**src/rtl/writeback_unit_pkg.sv**
```systemverilog
// Shared widths and zero constants for the writeback path, plus the write-source tag.
package writeback_unit_pkg;

  localparam int unsigned DataBusBits = 32;
  localparam int unsigned RegAddrBits = 5;

  localparam logic [RegAddrBits-1:0] RegZero  = '0;
  localparam logic [DataBusBits-1:0] DataZero = '0;

  typedef enum logic {
    SrcAlu = 1'b0,
    SrcLsu = 1'b1
  } wb_src_e;

endpackage

```
**src/rtl/wb_fifo.sv**
```systemverilog
// Synchronous FIFO with registered read/write pointers and an occupancy counter.
module wb_fifo
  import writeback_unit_pkg::*;
#(
  parameter int unsigned Width = 37,
  parameter int unsigned Depth = 4
) (
  input  logic             clk,
  input  logic             reset,
  input  logic             push_i,
  input  logic [Width-1:0] wdata_i,
  input  logic             pop_i,
  output logic [Width-1:0] rdata_o,
  output logic             full_o,
  output logic             empty_o
);

  localparam int unsigned PtrW = (Depth > 1) ? $clog2(Depth) : 1;
  localparam int unsigned CntW = $clog2(Depth + 1);

  logic [Width-1:0] mem_q [Depth];
  logic [PtrW-1:0]  wr_ptr_q, rd_ptr_q;
  logic [CntW-1:0]  count_q;
  logic             do_push, do_pop;

  assign full_o  = (count_q == CntW'(Depth));
  assign empty_o = (count_q == '0);
  assign do_push = push_i & ~full_o;
  assign do_pop  = pop_i & ~empty_o;
  assign rdata_o = mem_q[rd_ptr_q];

  // Depth is a power of two, so pointers wrap by plain overflow.
  always_ff @(posedge clk) begin
    if (reset) begin
      wr_ptr_q <= '0;
      rd_ptr_q <= '0;
      count_q  <= '0;
    end else begin
      if (do_push) wr_ptr_q <= wr_ptr_q + PtrW'(1);
      if (do_pop)  rd_ptr_q <= rd_ptr_q + PtrW'(1);
      unique case ({do_push, do_pop})
        2'b10:   count_q <= count_q + CntW'(1);
        2'b01:   count_q <= count_q - CntW'(1);
        default: count_q <= count_q;
      endcase
    end
  end

  always_ff @(posedge clk) begin
    if (do_push) mem_q[wr_ptr_q] <= wdata_i;
  end

endmodule

```
**src/rtl/writeback_unit.sv**
```systemverilog
// Register-file write port arbiter: ALU results win, buffered LSU results fill idle cycles,
// and a 32-bit pending scoreboard tracks outstanding long-latency destinations.
module writeback_unit
  import writeback_unit_pkg::*;
#(
  parameter int unsigned DATA_W     = DataBusBits,
  parameter int unsigned REG_ADDR_W = RegAddrBits,
  parameter int unsigned FIFO_DEPTH = 4
) (
  input  logic                  clk,
  input  logic                  reset,
  input  logic                  alu_valid_i,
  input  logic [REG_ADDR_W-1:0] alu_rd_i,
  input  logic [DATA_W-1:0]     alu_data_i,
  input  logic                  lsu_valid_i,
  output logic                  lsu_ready_o,
  input  logic [REG_ADDR_W-1:0] lsu_rd_i,
  input  logic [DATA_W-1:0]     lsu_data_i,
  input  logic                  issue_valid_i,
  input  logic [REG_ADDR_W-1:0] issue_rd_i,
  output logic [31:0]           pending_o,
  output logic                  rf_we_o,
  output logic [REG_ADDR_W-1:0] rf_waddr_o,
  output logic [DATA_W-1:0]     rf_wdata_o
);

  localparam int unsigned EntryW = REG_ADDR_W + DATA_W;
  localparam logic [REG_ADDR_W-1:0] RdZero = REG_ADDR_W'(RegZero);

  logic                  fifo_full, fifo_empty, fifo_pop, lsu_push;
  logic [EntryW-1:0]     fifo_rdata;
  logic [REG_ADDR_W-1:0] head_rd;
  logic [DATA_W-1:0]     head_data;

  logic                  rf_we_d, rf_we_q;
  logic [REG_ADDR_W-1:0] rf_waddr_d, rf_waddr_q;
  logic [DATA_W-1:0]     rf_wdata_d, rf_wdata_q;
  wb_src_e               src_d, src_q;
  logic [31:0]           pending_d, pending_q, set_mask, clr_mask;

  assign lsu_ready_o = ~reset & ~fifo_full;
  assign lsu_push    = lsu_valid_i & lsu_ready_o;
  assign {head_rd, head_data} = fifo_rdata;

  wb_fifo #(
    .Width(EntryW),
    .Depth(FIFO_DEPTH)
  ) u_fifo (
    .clk    (clk),
    .reset  (reset),
    .push_i (lsu_push),
    .wdata_i({lsu_rd_i, lsu_data_i}),
    .pop_i  (fifo_pop),
    .rdata_o(fifo_rdata),
    .full_o (fifo_full),
    .empty_o(fifo_empty)
  );

  // Writes to register 0 are consumed (FIFO still pops) but never raise the enable.
  always_comb begin
    fifo_pop   = 1'b0;
    rf_we_d    = 1'b0;
    rf_waddr_d = rf_waddr_q;
    rf_wdata_d = rf_wdata_q;
    src_d      = SrcAlu;
    if (alu_valid_i) begin
      rf_we_d    = (alu_rd_i != RdZero);
      rf_waddr_d = alu_rd_i;
      rf_wdata_d = alu_data_i;
    end else if (!fifo_empty) begin
      fifo_pop   = 1'b1;
      rf_we_d    = (head_rd != RdZero);
      rf_waddr_d = head_rd;
      rf_wdata_d = head_data;
      src_d      = SrcLsu;
    end
  end

  // Set is OR-ed in after the clear so a same-edge re-issue keeps the bit.
  always_comb begin
    set_mask = '0;
    clr_mask = '0;
    if (issue_valid_i) set_mask = 32'd1 << issue_rd_i;
    if (rf_we_q && (src_q == SrcLsu)) clr_mask = 32'd1 << rf_waddr_q;
    pending_d    = (pending_q & ~clr_mask) | set_mask;
    pending_d[0] = 1'b0;
  end

  always_ff @(posedge clk) begin
    if (reset) begin
      rf_we_q    <= 1'b0;
      rf_waddr_q <= RdZero;
      rf_wdata_q <= DATA_W'(DataZero);
      src_q      <= SrcAlu;
      pending_q  <= '0;
    end else begin
      rf_we_q    <= rf_we_d;
      rf_waddr_q <= rf_waddr_d;
      rf_wdata_q <= rf_wdata_d;
      src_q      <= src_d;
      pending_q  <= pending_d;
    end
  end

  assign rf_we_o    = rf_we_q;
  assign rf_waddr_o = rf_waddr_q;
  assign rf_wdata_o = rf_wdata_q;
  assign pending_o  = pending_q;

endmodule

```
**config.mk**
```make
export PLATFORM = sky130hd
export DESIGN_NAME = writeback_unit
export DESIGN_NICKNAME = d
export VERILOG_FILES = /design/src/rtl/writeback_unit_pkg.sv /design/src/rtl/wb_fifo.sv /design/src/rtl/writeback_unit.sv
export SDC_FILE = /design/constraint.sdc
export NUM_CORES = 1
export LEC_CHECK = 0
export CORE_MARGIN = 10
export CORE_UTILIZATION = 45
export CTS_CLUSTER_DIAMETER = 40
export DETAILED_ROUTE_END_ITERATION = 8
export PLACE_DENSITY = 0.7
export SETUP_SLACK_MARGIN = 0.1
export SYNTH_ARGS = -nofsm -noshare
export SYNTH_HDL_FRONTEND = slang
export SYNTH_SLANG_ARGS = --single-unit
```
**constraint.sdc**
```tcl
create_clock -name clk -period 2.9 [get_ports clk]
set_input_delay 0.435 -clock clk [delete_from_list [all_inputs] [get_ports clk]]
set_output_delay 0.435 -clock clk [all_outputs]
set_load 0.03 [all_outputs]
```
==> impl_metrics.tcl <==
set metrics [dict create \
    dp_slack_ns 0.416 \
    hold_buffers 0 \
    p_per_area_nw_per_um2 820 \
    clkTransAtPathRegs_ns 0.06 \
    clock_sinks 227 \
    status "complete, no violations" \
    io_pins 155 \
    skew_ns 0.0255 \
    p_sw_share_pct 29.0 \
    fin_tns_setup_ns 0 \
    relSlewSlack_pct 46.0 \
    cts_buffer_depth 3 \
    die_h_um 159 \
    p_switching_w 0.00274 \
    power_leakage_nw 3.92 \
    drv_cap 0 \
    synth.cell_area_sq_um 8740 \
    root_buffer "clkbuf_16" \
    finalCritPeriodShare_pct 83.3 \
    yosys_register_bits 227 \
    peakVddDrop_v 0.000571 \
    r2r_cells 8 \
    num_rows 50 \
    yosysTopAreaCellShare_pct 50.9 \
    place.gp.congestion 0.843 \
    yosysMostFrequentCell "edfxtp_1" \
    crit_slowest_cell "clkdlybuf4s50_1" \
    antennaDiodeCount 0 \
    setup_ws_ns 0.484 \
    critical-path-max-stage-delay_ns 0.72 \
    wl_met3_mm 2.08 \
    wl_met2_mm 9.95 \
    rsz0062_at_grt "no" \
    core-area_sq_um 18900 \
    min-delay-start "alu_valid_i" \
    ff_latch_area_sq_um 6030 \
    drc 0 \
    crit_buf_inv 1 \
    htree_levels 1 \
    port_buffers 153 \
    min_period_ns 2.42 \
    crit_cells 3 \
    yosysWarningCount 0 \
    synth_common_cells "148 x edfxtp_1, 79 x dfxtp_1, 72 x a21oi_1" \
    placed_area_sq_um 10600 \
    power_frac_seq_pct 41.1 \
    yosysTopAreaCell "edfxtp_1" \
    area_growth_pct 32.0 \
    max_freq_mhz 414 \
    endpoint_kind "primary output" \
    ant_nets 0 \
    cts_buffers 28 \
    clkPwrFrac_pct 36.5 \
    vias 5842 \
    final_net_count 869 \
    synthTopCellsByArea "edfxtp_1 51%, dfxtp_1 18%, mux4_2 9.5%" \
    final_area_sq_um 11500 \
    finalMaxSlewViolations 0 \
    start_kind "flop" \
    syn_avg_cell_area_sq_um 14.1 \
    syn_inst 621 \
    drive_gt1_share_pct 13.1 \
    grt_max_degree 78 \
    antenna_found_initial 1 \
    wl_mm 21.1 \
    synthDistinctLibCells 36 \
    die_x_um 159 \
    top_layer_used "met5" \
    post_cts.repair.setup_buffers 0 \
    r2r-start "u_fifo.count_q[2]" \
    placed_cells 1009 \
    wl_per_cell_um 19.9 \
    grt_overflow_total 0 \
    avgViaCountPerCell 5.51 \
    synth_edf_count 148 \
    cp.arrival_ns 1.98 \
    start_util_pct 46.3 \
    die_area_sq_um 25400 \
    fillCellCount 1395 \
    crit_path_max_fanout 5 \
    drt_iter0_drc 415 \
    worst_pin_slew_ns 0.810 \
    hpwl_mm 14.4 \
    drt-pass1-iter-count 5 \
    holdWs_ns 0.342 \
    worstPathCellList "nor2_1 > a21oi_1 > clkdlybuf4s50_1" \
    hold_viol_final 0 \
    critPathTopFamily "buffers and inverters" \
    ys_seq_area_share_pct 68.9 \
    setup_viol 0 \
    wirelength_met1_mm 8.68 \
    instances_no_fill 1061 \
    p_comb_share_pct 22.4 \
    startpoint "u_fifo.count_q[0]" \
    critPathKind "reg -> out" \
    worstHoldPathType "in -> reg" \
    whs_path_depth 4 \
    cts_tree "yes" \
    post_cts_resized 0 \
    first_global_vias 6119 \
    grtUsageTotal_pct 16.0 \
    worstPathRequired_ns 2.47 \
    insertion_delay_ns 0.53 \
    ys_async_sr_fraction_pct 0 \
    synth_flop_cell "edfxtp_1" \
    p_int_w 0.00672 \
    grt_pass1_wl_mm 33.2 \
    multiInputGateArea_sq_um 2400 \
    syn_nets 711 \
]
-- placed cells by master, fill, tap and decap left out, drive strengths merged --
cell type      synthesis  routed
and2                   7       7
nor2b                  6       6
dfxtp                 79      79
inv                   44      48
edfxtp               148     148
clkdlybuf4s50          0     151
nand4b                 2       2
nor3b                  2       2
nor3                   2       2
and3b                  2       2
nand3                  5       5
clkinv                 0      11
or4                    1       1
xor2                   2       2
bufinv                 0       3
buf                    9      15
clkinvlp               0       1
clkbuf                29      33
and3                   2       2
nand3b                 3       3
nor2                  11      11
a211oi                 1       1
a221oi                37      37
ha                     5       5
or3                    4       4
xnor2                  3       3
nand4                  2       2
nand2                 67      67
or3b                   2       2
o21ai                 34      34
fa                     1       1
o31ai                  1       1
mux4                  37      37
conb                   1       1
a21oi                 72      72
-- path summary, 6_finish.rpt --
kind,endpoint,slack (ns)
worst min-delay path,rf_we_o,0.34
worst min register to register,pending_o[12],0.48
worst max-delay path,lsu_ready_o,0.48
worst max register to register,u_fifo.count_q[2],0.71
-- metal layers --
metal / GRT usage [%] / vias up
li1: - / 2660
met1: 20.1 / 2831
met2: 25.8 / 309
met3: 5.01 / 40
met4: 4.84 / 2
met5: 0 / -
-- cells by family (layout without fill, tap and decap cells) --
family / Yosys count / in the layout / synth area share [%]
fa+ha+maj: 6 / 6 / 0.945
simple gates: 118 / 118 / 6.37
compound gates: 145 / 145 / 9.95
flops: 227 / 227 / 68.9
mux: 37 / 37 / 9.53
xor+xnor: 5 / 5 / 0.501
buf+inv: 82 / 262 / 3.71
other cells: 1 / 1 / 0.0429
-- area by class of cell --
class / instances / share of cell area (%)
clock buffers: 33 / 6.42
repair buffers: 166 / 14.5
multi-input cells: 312 / 20.8
clock inverters: 19 / 1.81
well taps: 260 / 2.82
inverters: 44 / 1.43
flip-flops and latches: 227 / 52.2
-- worst min-delay path, stage by stage --
cell	delay, ns
buf_2	0.12
nor2_1	0.10
o21ai_1	0.09
a21oi_1	0.07
-- state kept, by name, summed over array words and instances (netlist names), named ones only --
name / cells
u_fifo.count_q: 3
u_fifo.rd_ptr_q: 2
rf_wdata_o: 32
rf_we_o: 1
rf_waddr_o: 5
u_fifo.mem_q: 148
src_q: 1
pending_o: 31
u_fifo.wr_ptr_q: 2
-- power groups by stage --
stage / logic [W] / clock network [W] / registers [W]
after global routing: 0.00230 / 0.00365 / 0.00393
after global placement: 0.00209 / 0 / 0.00394
after CTS: 0.00216 / 0.00352 / 0.00389
after floorplan: 0.00124 / 0 / 0.00407
final: 0.00212 / 0.00345 / 0.00389
after detailed placement: 0.00215 / 0 / 0.00396
-- through the flow --
step	util [%]	total power [W]
finish	61.1	0.00946
floorplan	-	0.00531
detailed placement	56.0	0.00611
CTS	61.1	0.00958
global placement	56.0	0.00603
global route	61.1	0.00988
Note: power is estimated with default switching activity, not from simulation.
